### config.mk
export PLATFORM = sky130hd
export DESIGN_NAME = traffic_light_monitor
export DESIGN_NICKNAME = d
export VERILOG_FILES = /design/src/rtl/traffic_light_monitor.sv
export SDC_FILE = /design/constraint.sdc
export NUM_CORES = 1
export LEC_CHECK = 0
export ABC_AREA = 1
export CAP_MARGIN = 5
export CORE_MARGIN = 3
export CORE_UTILIZATION = 45
export CTS_CLUSTER_DIAMETER = 150
export CTS_CLUSTER_SIZE = 12
export DETAILED_ROUTE_END_ITERATION = 10
export HOLD_SLACK_MARGIN = 0.1
export PLACE_DENSITY_LB_ADDON = 0.25
export SYNTH_ARGS = -nofsm -noshare
export SYNTH_HDL_FRONTEND = slang
export SYNTH_SLANG_ARGS = --single-unit
### constraint.sdc
create_clock -name i_clk -period 2.8 [get_ports i_clk]
set_input_delay 0.7 -clock i_clk [delete_from_list [all_inputs] [get_ports i_clk]]
set_output_delay 0.7 -clock i_clk [all_outputs]
set_load 0.01 [all_outputs]
### src/rtl/traffic_light_monitor.sv
// traffic_light_monitor: passive checker for the one-hot {red, yellow, green}
// lamp bus. Re-decodes the phase, measures dwell, flags bad codes,
// out-of-order transitions and dwell violations, and counts light cycles.
module traffic_light_monitor #(
  parameter int unsigned MIN_DWELL = 16,
  parameter int unsigned MAX_DWELL = 16
) (
  input  logic       i_clk,
  input  logic       i_rst,
  input  logic [2:0] i_light,
  input  logic       i_clr,
  output logic [1:0] o_phase,
  output logic [7:0] o_phase_len,
  output logic       o_len_valid,
  output logic       o_err_code,
  output logic       o_err_seq,
  output logic       o_err_dur,
  output logic [2:0] o_err_sticky,
  output logic [7:0] o_cycle_count,
  output logic       o_locked
);

  localparam int unsigned LW = 3;
  localparam int unsigned PW = 2;
  localparam int unsigned DW = 8;

  localparam logic [DW-1:0] MIN_L   = DW'(MIN_DWELL);
  localparam logic [DW-1:0] MAX_L   = DW'(MAX_DWELL);
  localparam logic [DW-1:0] DW_SAT  = '1;

  localparam logic [PW-1:0] PH_RED  = 2'b00;
  localparam logic [PW-1:0] PH_YEL  = 2'b01;
  localparam logic [PW-1:0] PH_GRN  = 2'b10;
  localparam logic [PW-1:0] PH_UNK  = 2'b11;

  typedef enum logic {S_SYNC, S_TRACK} state_t;

  state_t        r_state, w_state_nx;
  logic [LW-1:0] r_light_q;
  logic          r_q_vld;
  logic [PW-1:0] r_phase, w_phase_nx;
  logic [DW-1:0] r_dwell, w_dwell_nx;
  logic          r_partial, w_partial_nx;
  logic [DW-1:0] r_phase_len, w_len_nx;
  logic          r_len_valid, w_len_valid_nx;
  logic          r_err_code, w_err_code_nx;
  logic          r_err_seq, w_err_seq_nx;
  logic          r_err_dur, w_err_dur_nx;
  logic [2:0]    r_err_sticky, w_sticky_nx;
  logic [DW-1:0] r_cycle_count, w_count_nx;
  logic          w_onehot;
  logic [PW-1:0] w_dec;
  logic          w_legal;
  logic          w_yr;

  // Decode the registered bus into a phase code and one-hot validity
  always_comb begin
    w_onehot = 1'b1;
    w_dec    = PH_UNK;
    case (r_light_q)
      3'b100:  w_dec = PH_RED;
      3'b010:  w_dec = PH_YEL;
      3'b001:  w_dec = PH_GRN;
      default: w_onehot = 1'b0;
    endcase
  end

  // Legal successor: RED->GREEN, GREEN->YELLOW, YELLOW->RED
  always_comb begin
    w_legal = ((r_phase == PH_RED) && (w_dec == PH_GRN)) ||
              ((r_phase == PH_GRN) && (w_dec == PH_YEL)) ||
              ((r_phase == PH_YEL) && (w_dec == PH_RED));
  end

  // Next state, dwell tracking and report generation
  always_comb begin
    w_state_nx     = r_state;
    w_phase_nx     = r_phase;
    w_dwell_nx     = r_dwell;
    w_partial_nx   = r_partial;
    w_len_nx       = r_phase_len;
    w_len_valid_nx = 1'b0;
    w_err_code_nx  = 1'b0;
    w_err_seq_nx   = 1'b0;
    w_err_dur_nx   = 1'b0;
    w_yr           = 1'b0;
    // The reset-cleared light_q is not a sampled code, so it is skipped
    if (r_q_vld) begin
      case (r_state)
        S_SYNC: begin
          if (w_onehot) begin
            w_phase_nx   = w_dec;
            w_dwell_nx   = DW'(1);
            w_partial_nx = 1'b1;
            w_state_nx   = S_TRACK;
          end else begin
            w_err_code_nx = 1'b1;
          end
        end
        S_TRACK: begin
          if (!w_onehot) begin
            w_err_code_nx = 1'b1;
            w_dwell_nx    = '0;
            w_phase_nx    = PH_UNK;
            w_state_nx    = S_SYNC;
          end else if (w_dec == r_phase) begin
            if (r_dwell != DW_SAT) w_dwell_nx = r_dwell + DW'(1);
          end else begin
            w_len_nx       = r_dwell;
            w_len_valid_nx = 1'b1;
            w_err_dur_nx   = !r_partial && ((r_dwell < MIN_L) || (r_dwell > MAX_L));
            w_err_seq_nx   = !w_legal;
            w_yr           = (r_phase == PH_YEL) && (w_dec == PH_RED);
            w_phase_nx     = w_dec;
            w_dwell_nx     = DW'(1);
            w_partial_nx   = 1'b0;
          end
        end
        default: w_state_nx = S_SYNC;
      endcase
    end
    // Clear first, then let same-cycle events win
    w_sticky_nx = (i_clr ? 3'b000 : r_err_sticky) |
                  {w_err_dur_nx, w_err_seq_nx, w_err_code_nx};
    w_count_nx  = (i_clr ? '0 : r_cycle_count) + DW'(w_yr);
  end

  // FSM state register
  always_ff @(posedge i_clk or posedge i_rst) begin
    if (i_rst) r_state <= S_SYNC;
    else       r_state <= w_state_nx;
  end

  // Input capture and datapath/report registers
  always_ff @(posedge i_clk or posedge i_rst) begin
    if (i_rst) begin
      r_light_q     <= '0;
      r_q_vld       <= 1'b0;
      r_phase       <= PH_UNK;
      r_dwell       <= '0;
      r_partial     <= 1'b0;
      r_phase_len   <= '0;
      r_len_valid   <= 1'b0;
      r_err_code    <= 1'b0;
      r_err_seq     <= 1'b0;
      r_err_dur     <= 1'b0;
      r_err_sticky  <= '0;
      r_cycle_count <= '0;
    end else begin
      r_light_q     <= i_light;
      r_q_vld       <= 1'b1;
      r_phase       <= w_phase_nx;
      r_dwell       <= w_dwell_nx;
      r_partial     <= w_partial_nx;
      r_phase_len   <= w_len_nx;
      r_len_valid   <= w_len_valid_nx;
      r_err_code    <= w_err_code_nx;
      r_err_seq     <= w_err_seq_nx;
      r_err_dur     <= w_err_dur_nx;
      r_err_sticky  <= w_sticky_nx;
      r_cycle_count <= w_count_nx;
    end
  end

  assign o_phase       = r_phase;
  assign o_phase_len   = r_phase_len;
  assign o_len_valid   = r_len_valid;
  assign o_err_code    = r_err_code;
  assign o_err_seq     = r_err_seq;
  assign o_err_dur     = r_err_dur;
  assign o_err_sticky  = r_err_sticky;
  assign o_cycle_count = r_cycle_count;
  assign o_locked      = (r_state == S_TRACK);

endmodule

==> metrics.md, run 1 <==
| Metric | Value |
|---|---|
| # resized after CTS | 0 |
| CP startpoint kind | input pin |
| Element type at the critical path end | register |
| Num CTS Buffers | 5 |
| Count leader, synth | nand2_1 |
| CTS max path bufs | 2 |
| Area leader, netlist | dfrtp_1 |
| Mux contribution to synthesized area | 0% |
| Syn Nets | about 210 |
| First-pass GRT wire length | 6020 µm |
| HP Class | register to register |
| Ranking of synthesized cells by area | dfrtp_1, nand2_1, nand3_1, o21ai_2, inv_1 |
| Die height | between 70 and 80 µm |
| Layout cells sized above 1 | between 15 and 20% |
| Clk sink count | 39 |
| # hold bufs at CTS | 0 |
| Critical Path AT | 2.46 ns |
| Top-area cell type share of the netlist area | between 40% and 50% |
| Total vias in the final route | roughly 1400 |
| GRT Overall Usage | between 10% and 20% |
| GPL Wtd Cong | 0.889 |
| Initial Util | 48.8% |
| Peak Freq | around 450 MHz |
| Pwr/cell area | 533 nW/µm² |
| Post-Synth XOR/XNOR Area | 5.12% |
| RSZ-0062 raised after global routing | false |
| Worst skew pair latency | around 0.29 ns |
| Crit path buffers/inverters | 1 |
| Initial antenna violation count | 0 |
| Util after Layout | approximately three fifths |
| I/O Buffers | 31 |
| Post-synth EDFFs | 0 |
| Post-synthesis simple-gate area fraction | between 20% and 30% |
| CTS Root Buffer Type | clkbuf_8 |
| Die Width | roughly 70 µm |
| Min cycle time layout | roughly 2.2 ns |
| H-tree level count | 2 |
| Yosys warning count | 0 |
| CP max FO | 5 |
| N_diodes | 0 |
| Post-Synth Adder-Cell Area | about 2.7% |
| Gr ovfl total | 0 |
| Final Hold Fails | 0 |
| CP cell instances | clkdlybuf4s50_1 > nor2_1 > ha_1 > nand3_2 > nor4_2 > nand2_1 > nor2_1 > xnor2_1 |
| Setup total negative slack | 0 ns |
| Static Leakage | roughly 0.0011 µW |
| Final Cycle Share | between 80% and 90% |
| Final Max Tran Viols | 0 |
| Largest family of logic cells by synthesized area | simple AND/OR/NAND/NOR gates |
| WS Path Type | input pin to register |
| Synth-to-Final Area Change | 23.8% |
| Status | finished clean |
| Fraction of registers with async set/reset | 100% |
| Die area | 4990 µm² |
| Synth Cell Area | roughly 1900 µm² |
| Initial DRC count | between 90 and 100 |
| Drt total wl | 3420 µm |
| # Post-CTS Setup Buffers | 0 |
| DRT Pass-1 Iters | 4 |
| CP max stage delay | between 0.5 and 0.6 ns |
| Routed Antenna Nets | 0 |
| Vias in the first global route | about 1400 |
| # IOs | 32 |
| CTS tree | done |
| Vias per std cell | a little under 5 |
| Synth Instances | slightly above 200 |
| Worst VDD drop | between 200 and 300 µV |
| Largest net degree at the start of global routing | 40 |
| Max Clock Skew | between 0.005 and 0.006 ns |
| Num rows | 22 |
| Post-synthesis compound-gate area fraction | around 7% |
| Worst hold margin | ~0.49 ns |
| Final-layout fill cell count | 331 |
| Routed WL per cell | about 12 µm |
| Power, Total | around 1200 µW |
| Top FF cell, synth | dfrtp_1 |
| Number of max-cap violations | 0 |
| CP max stage cell | clkdlybuf4s50_1 |
| Clock slew seen by the registers of the worst setup and hold paths | around 0.070 ns |
| CP top delay family | simple AND/OR/NAND/NOR gates |
| Commonest cells post-synth | nand2_1, dfrtp_1, nand3_1 |
| Most frequent CP cell | nor2_1 |
| Avg Cell Area, Syn | around 9.3 µm² |
| DP HPWL | 2550 µm |
| Fin nets | 248 |
| Post-synth cell types | 26 |
| Core area | slightly below 4000 µm² |
| Critical Path RT | between 3 and 4 ns |
| Seq/Total Area, Yosys | 52.0% |
| Final setup violation count | 0 |
| Residual DRC | 0 |
| FF+latch count, synth | 39 |
[worst paths after layout]
kind | startpoint | end | slack [ns] | cells past startpoint
setup reg to reg | o_phase[0] | o_cycle_count[7] | 0.69 | 8
setup / recovery | i_clr | o_cycle_count[7] | 0.56 | 8
min in group asynchronous | i_rst | o_phase_len[2] | 0.82 | 3
max in group asynchronous | i_rst | o_phase[1] | 1.61 | 3
hold / removal | o_phase_len[6] | o_phase_len[6] | 0.49 | 2
hold reg to reg | o_phase_len[6] | o_phase_len[6] | 0.49 | 2
[layout by cell type, fill, tap and decap left out]
cell and count:
nand2_1 45, dfrtp_1 37, clkdlybuf4s50_1 31, nand3_1 24, inv_1 20, nor2_1 12, o21ai_2 10, nand2_2 7
xor2_1 7, clkbuf_8 7, o21ai_0 4, inv_2 4, xnor2_1 4, ha_1 4, nand4_1 3, nor3_1 3
nor2_2 2, nand3_2 2, o21ai_1 2, dfstp_2 2, nand3b_2 1, nand3_4 1, nor3_2 1, nor4_2 1
o22ai_1 1, a31o_2 1, clkinvlp_4 1, buf_4 1, conb_1 1
[cell type report]
type,count,area [µm²],area share [%]
clock inverter,1,7.51,0.322
multi-input combinational,136,778,33.4
clock buffer,7,96.3,4.14
sequential,39,978,42.0
inverter,24,90.1,3.87
tap,48,60.1,2.58
timing repair buffer,32,318,13.6
[registers in the layout, summed over array words and instances (netlist names)]
register	count
o_phase	2
o_cycle_count	8
r_light_q	3
o_err_seq	1
o_err_code	1
o_phase_len	8
o_err_dur	1
r_q_vld	1
o_err_sticky	3
r_partial	1
o_locked	1
r_dwell	8
o_len_valid	1
[through the flow]
stage / cells / cell area, µm² / setup WS, ns
after global placement: 279 / 2220 / 0.398
after detailed placement: 279 / 2220 / 0.258
after floorplan: 202 / 1880 / 0.936
after global routing: 287 / 2330 / 0.440
final: 287 / 2330 / 0.558
after CTS: 287 / 2330 / 0.559
[worst register-to-register path: stages, from the launching register on]
cell and delay [ns]:
dfstp_2 0.56, nand4_1 0.13, nor3_1 0.28, ha_1 0.23
nand3_2 0.11, nor4_2 0.30, nand2_1 0.15, nor2_1 0.15
xnor2_1 0.13
[per-layer routing]
metal / GRT usage (%) / part of all wire [%] / vias to the layer above
met5: 0 / 0 / -
met3: 4.40 / 4.8 / 7
li1: - / - / 725
met1: 19.5 / 47 / 647
met4: 6.05 / 1.6 / 0
met2: 23.7 / 46 / 31
[cells by family (layout without fill, tap and decap cells)]
| family | after synthesis | count (layout) |
|---|---|---|
| adder cells (fa/ha/maj) | 4 | 4 |
| buffers and inverters | 27 | 64 |
| flip-flops | 39 | 39 |
| other | 1 | 1 |
| AO/OA/AOI/OAI | 18 | 18 |
| AND/OR/NAND/NOR | 102 | 102 |
| XOR/XNOR | 11 | 11 |
[report_power, final]
part	switching (µW)	total, µW	internal, µW	leakage (µW)
clock network	191	415	224	0.0000505
logic	109	194	85.1	0.000526
registers	30.1	632	602	0.000517
Power figures use the tool's default switching activity.
==> run 2: changes to the inputs <==
Clock period 2.8 ns to 2.3 ns, I/O delays scaled along.
==> run 2 against run 1 <==
  * Utilization about the same
  * Global-route usage increased by 0.12 points
  * Clock power increased by 9.6%
  * Critical path depth decreased by 7
  * First-iteration DRC count decreased by 18%
  * Setup slack got worse by 0.23 ns
  * Non-clock buffer count increased by 2
  * Via count decreased by 1.1%
  * Final area about the same
  * Register-to-register slack got worse by 0.33 ns
  * Die area unchanged
  * Highest routed layer unchanged
==> metrics.md, run 2 (synthesized netlist as in run 1, its figures left out) <==
| Metric | Value |
|---|---|
| GPL Wtd Cong | 0.884 (-0.57%) |
| Drt total wl | 3300 µm (-3.7%) |
| Max Clock Skew | 0.00429 ns (-0.000747 ns) |
| Min-delay src | o_phase_len[4] |
| Synth-to-Final Area Change | 23.8% (about the same) |
| Initial DRC count | 80 (-18%) |
| Gr ovfl total | 0 (unchanged) |
| CP max stage delay | 0.56 ns (+0.05 ns) |
| N_diodes | 0 (unchanged) |
| Clk sink count | 39 (unchanged) |
| Die height | 70.6 µm (unchanged) |
| H-tree level count | 2 (unchanged) |
| Worst skew pair latency | 0.29 ns (about the same) |
| Number of max-cap violations | 0 (unchanged) |
| HP Class | register to register |
| Element type at the critical path end | output port |
| CTS Root Buffer Type | clkbuf_8 |
| Crit path buffers/inverters | 1 (unchanged) |
| Worst hold margin | 0.483 ns (-0.00282 ns) |
| Status | finished clean |
| Total vias in the final route | 1395 (-1.1%) |
| Commonest cells after routing, fill and taps aside | nand2_1, dfrtp_1, clkdlybuf4s50_1 |
| First-pass GRT wire length | 6030 µm (+0.12%) |
| Die Width | 70.6 µm (unchanged) |
| CTS max path bufs | 2 (unchanged) |
| Worst r2r src | o_phase[0] |
| Final Max Tran Viols | 0 (unchanged) |
| # Post-CTS Setup Buffers | 0 (unchanged) |
| CP startpoint kind | register |
| Initial antenna violation count | 0 (unchanged) |
| CTS tree | done |
| Setup total negative slack | 0 ns (unchanged) |
| Most common cell after layout, fill and taps aside | nand2_1 |
| DP HPWL | 2450 µm (-4.1%) |
| CP max stage cell | dfstp_2 |
| Path depth of the worst reg2reg path | 8 (unchanged) |
| Vias per std cell | 4.84 (-1.4%) |
| Core area | 3850 µm² (unchanged) |
| RSZ-0062 raised after global routing | false |
| Worst Setup SP | o_phase[1] |
| Hold Crit Depth | 2 (unchanged) |
| Power, Total | 1460 µW (+18%) |
| CP cell instances | clkdlybuf4s50_1 |
| Final Cycle Share | roughly 86% |
| # hold bufs at CTS | 0 (unchanged) |
| Num CTS Buffers | 5 (unchanged) |
| Critical Path AT | 1.39 ns (-1.07 ns) |
| Vias in the first global route | 1399 (+1.5%) |
| Residual DRC | 0 (unchanged) |
| Initial Util | 48.8% (unchanged) |
| Num rows | 22 (unchanged) |
| Die area | 4990 µm² (unchanged) |
| CP Depth | 1 (-7) |
| Final setup violation count | 0 (unchanged) |
| Worst VDD drop | 384 µV (+43%) |
| # resized after CTS | 0 (unchanged) |
| Clock slew seen by the registers of the worst setup and hold paths | 0.07 ns (about the same) |
| CP max FO | 5 (unchanged) |
| Routed WL per cell | 11.4 µm (-4.0%) |
| Final Hold Fails | 0 (unchanged) |
| I/O Buffers | 31 (unchanged) |
| Largest net degree at the start of global routing | 40 (unchanged) |
| Critical Path RT | 1.73 ns (-1.29 ns) |
| # IOs | 32 (unchanged) |
| Routed Antenna Nets | 0 (unchanged) |
| DRT Pass-1 Iters | 5 (+1) |
| Min cycle time layout | ~2.0 ns |
| Peak Freq | between 500 and 600 MHz |
| Static Leakage | 0.00110 µW (+0.62%) |
| Util after Layout | 60.4% (about the same) |
| WS Path Type | register to output port |
| GRT Overall Usage | 15.1% (+0.12 points) |
| CP top delay family | flip-flops |
| Fin nets | 250 (+0.81%) |
| Layout cells sized above 1 | 17.5% (+0.35 points) |
| Pwr/cell area | 627 nW/µm² (+18%) |
## run 2: changes by cell type in the layout (fill, tap and decap cells not counted)
cell | before | now
buf_4 | 1 | 3
clkinv_2 | 0 | 1
clkbuf_8 | 7 | 6
clkinvlp_4 | 1 | 0
## run 2: report_power, final
part / leakage (µW) / internal (µW) / switching [µW] / total, µW
clock: 0.0000470 / 235 / 220 / 455
sequential: 0.000517 / 733 / 35.6 / 768
combinational: 0.000536 / 105 / 132 / 236
## run 2: final timing paths
kind                                          to  slack, ns
worst min register to register    o_phase_len[4]       0.48
worst max register to register  o_cycle_count[7]       0.36
max in group asynchronous             o_phase[1]       1.23
min in group asynchronous         o_phase_len[7]       0.70
worst max-delay path                  o_phase[1]       0.33
worst min-delay path              o_phase_len[4]       0.48
## run 2: cell type report
type	instances	area, µm²
well taps	48	60.1
fillers	342	1530
clock inverters	1	5.00
inverters	24	90.1
flip-flops and latches	39	978
repair buffers	34	333
multi-input cells	136	778
clock buffers	6	82.6
## run 2: stage by stage
stage | instance area, µm² | setup WS, ns | instances
3_3_place_gp | 2240 | 0.227 | 281
2_1_floorplan | 1880 | 0.436 | 202
5_1_grt | 2330 | 0.214 | 288
4_1_cts | 2330 | 0.320 | 288
3_5_place_dp | 2240 | 0.207 | 281
6_report | 2330 | 0.331 | 288
## run 2: per-layer routing
layer,track usage [%],vias to the layer above,share of wire [%]
met1,19.7,635,48
met4,6.47,0,1.7
met2,23.5,29,45
li1,-,725,-
met3,4.69,6,5.4
met5,0,-,0
## run 2: tightest hold or removal path: stages, from the launching register on
cell     delay [ns]
dfrtp_1        0.34
nand2_1        0.06
o21ai_2        0.05
==> run 3: changes to the inputs <==
Settings changed: CORE_UTILIZATION 45 to 40, SLEW_MARGIN set to 20.
==> run 3 against run 2 <==
  * Register-to-register slack got worse by 0.09 ns
  * Die area increased by 11%
  * Non-clock buffer count unchanged
  * Utilization decreased by 7.6 points
  * Clock power increased by 11%
  * Combinational power about the same
  * Sequential cell count unchanged
  * Critical path depth increased by 7
  * Sequential power about the same
  * Setup slack got worse by 0.056 ns
  * Global-route usage decreased by 0.57 points
==> metrics.md, run 3 (synthesized netlist as in run 1, its figures left out) <==
| Metric | Value |
|---|---|
| DRT Pass-1 Iters | 4 (-1) |
| Path depth of the worst reg2reg path | 8 (unchanged) |
| CP max FO | 5 (unchanged) |
| Final-layout fill cell count | 416 (+22%) |
| Num rows | 24 (+9.1%) |
| Hold Crit Depth | 2 (unchanged) |
| GRT Overall Usage | 14.6% (-0.57 points) |
| Final Non-Filler Cells | 293 (+1.7%) |
| Register area | 978 µm² (unchanged) |
| N_diodes | 0 (unchanged) |
| # resized after CTS | 0 (unchanged) |
| Gr ovfl total | 0 (unchanged) |
| Multi-input gate area | 778 µm² (unchanged) |
| Max transition margin | 66.7% |
| First-pass GRT wire length | 6180 µm (+2.5%) |
| CP startpoint kind | register |
| Final Max Tran Viols | 0 (unchanged) |
| # hold bufs at CTS | 0 (unchanged) |
| Worst skew pair latency | 0.29 ns (about the same) |
| Worst slew pin tran | between 0.4 and 0.5 ns |
| Crit path buffers/inverters | 0 (-1) |
| CTS Root Buffer Type | clkbuf_8 |
| Vias in the first global route | 1402 (+0.21%) |
| Num CTS Buffers | 5 (unchanged) |
| CP max stage cell | dfstp_2 |
| Total vias in the final route | 1448 (+3.8%) |
| CTS tree | done |
| Clock slew seen by the registers of the worst setup and hold paths | 0.07 ns (about the same) |
| Reg-to-Reg End | o_cycle_count[7] |
| Peak Freq | 494 MHz (-2.7%) |
| Setup WS post-layout | 0.275 ns (-0.0556 ns) |
| CP cell instances | nand4_1 > nor3_1 > ha_1 > nand3_2 > nor4_2 > nand2_1 > nor2_1 > xnor2_1 |
| Critical Path RT | 2.52 ns (+0.79 ns) |
| Placed cells | 285 (+1.4%) |
| Status | finished clean |
| Fin nets | 250 (unchanged) |
| Initial DRC count | 44 (-45%) |
| Routed WL per cell | 12.2 µm (+6.5%) |
| # IOs | 32 (unchanged) |
| Number of max-cap violations | 0 (unchanged) |
| Vias per std cell | 4.94 (+2.0%) |
| Die height | 74.6 µm (+5.5%) |
| Min-delay src | o_phase_len[2] |
| R2R setup slack | 0.27 ns (-0.09 ns) |
| Max Clock Skew | 0.00354 ns (-0.000747 ns) |
| GPL Wtd Cong | 0.825 (-6.7%) |
| Synth-to-Final Area Change | 24.7% |
| Setup total negative slack | 0 ns (unchanged) |
| Largest net degree at the start of global routing | 40 (unchanged) |
| Critical Path AT | 2.25 ns (+0.86 ns) |
| Worst VDD drop | 233 µV (-39%) |
| Residual DRC | 0 (unchanged) |
| Initial Util | 42.3% (-6.5 points) |
| Pwr/cell area | 646 nW/µm² (+2.9%) |
| Worst r2r src | o_phase[0] |
| Element type at the critical path end | register |
| Worst Hold End | o_phase_len[2] |
| HP Class | register to register |
| Commonest cells after routing, fill and taps aside | nand2_1, dfrtp_1, clkdlybuf4s50_1 |
| Layout cells sized above 1 | 17.4% (-0.073 points) |
| Routed Antenna Nets | 0 (unchanged) |
| Clk sink count | 39 (unchanged) |
| Final Hold Fails | 0 (unchanged) |
| CTS max path bufs | 2 (unchanged) |
| WS Path Type | register to register |
| Drt total wl | 3570 µm (+8.3%) |
| Setup WS pre-CTS | 0.136 ns (-0.0713 ns) |
| # Post-CTS Setup Buffers | 0 (unchanged) |
| CP top delay family | simple AND/OR/NAND/NOR gates |
| Initial antenna violation count | 0 (unchanged) |
| Static Leakage | 0.00110 µW (+0.41%) |
| Final Cycle Share | 88.0% (+2.4 points) |
| Most common cell after layout, fill and taps aside | nand2_1 |
| Min cycle time layout | 2.03 ns (+0.0556 ns) |
| I/O Buffers | 31 (unchanged) |
| Die Width | 74.6 µm (+5.5%) |
| Core area | 4440 µm² (+15%) |
| CP max stage delay | 0.57 ns (about the same) |
| H-tree level count | 2 (unchanged) |
| Final setup violation count | 0 (unchanged) |
| RSZ-0062 raised after global routing | false |
| Power, Total | 1510 µW (+3.7%) |
| DP HPWL | 2580 µm (+5.5%) |
| Die area | 5560 µm² (+11%) |
-- run 3: changes by cell type in the layout (fill, tap and decap cells not counted) --
cell,before,now
clkbuf_1,0,1
clkinv_2,1,0
clkbuf_8,6,7
-- run 3: cell type report --
class	count	share of cell area, %
flip-flops and latches	39	41.7
inverters	24	3.84
repair buffers	34	14.2
multi-input cells	136	33.2
clock buffers	8	4.27
well taps	52	2.77
-- run 3: worst register-to-register path, stage by stage, from the launching register on --
cell     delay [ns]
dfstp_2        0.57
nand4_1        0.13
nor3_1         0.30
ha_1           0.23
nand3_2        0.11
nor4_2         0.22
nand2_1        0.13
nor2_1         0.14
xnor2_1        0.12
-- run 3: worst max path at each step --
stage                  from               end  slack, ns  cells past startpoint
2_1_floorplan    o_phase[0]  o_cycle_count[7]       0.44                      8
3_5_place_dp          i_clr  o_cycle_count[7]       0.14                      8
4_1_cts          o_phase[0]  o_cycle_count[7]       0.28                      8
3_3_place_gp          i_clr  o_cycle_count[7]       0.22                      8
6_report         o_phase[0]  o_cycle_count[7]       0.27                      8
5_1_grt        r_light_q[0]  o_cycle_count[7]       0.10                      9
-- run 3: report_power, final --
part	switching (µW)	internal [µW]
combinational	133	105
clock	232	274
sequential	38.1	733
total	403	1110
-- run 3: metrics by stage --
step	instance area (µm²)	hold slack, ns	util (%)
3_3_place_gp	2240	0.465	50.5
4_1_cts	2340	0.487	52.8
3_5_place_dp	2240	0.469	50.5
6_report	2340	0.485	52.8
2_1_floorplan	1880	0.454	-
5_1_grt	2340	0.515	52.8
-- run 3: metal layers --
metal | track usage (%) | up-vias | routed length, µm
met5 | 0 | - | 0
met4 | 7.71 | 0 | 54
met3 | 2.84 | 6 | 128
met2 | 22.9 | 27 | 1800
met1 | 19.0 | 691 | 1590
li1 | - | 724 | -
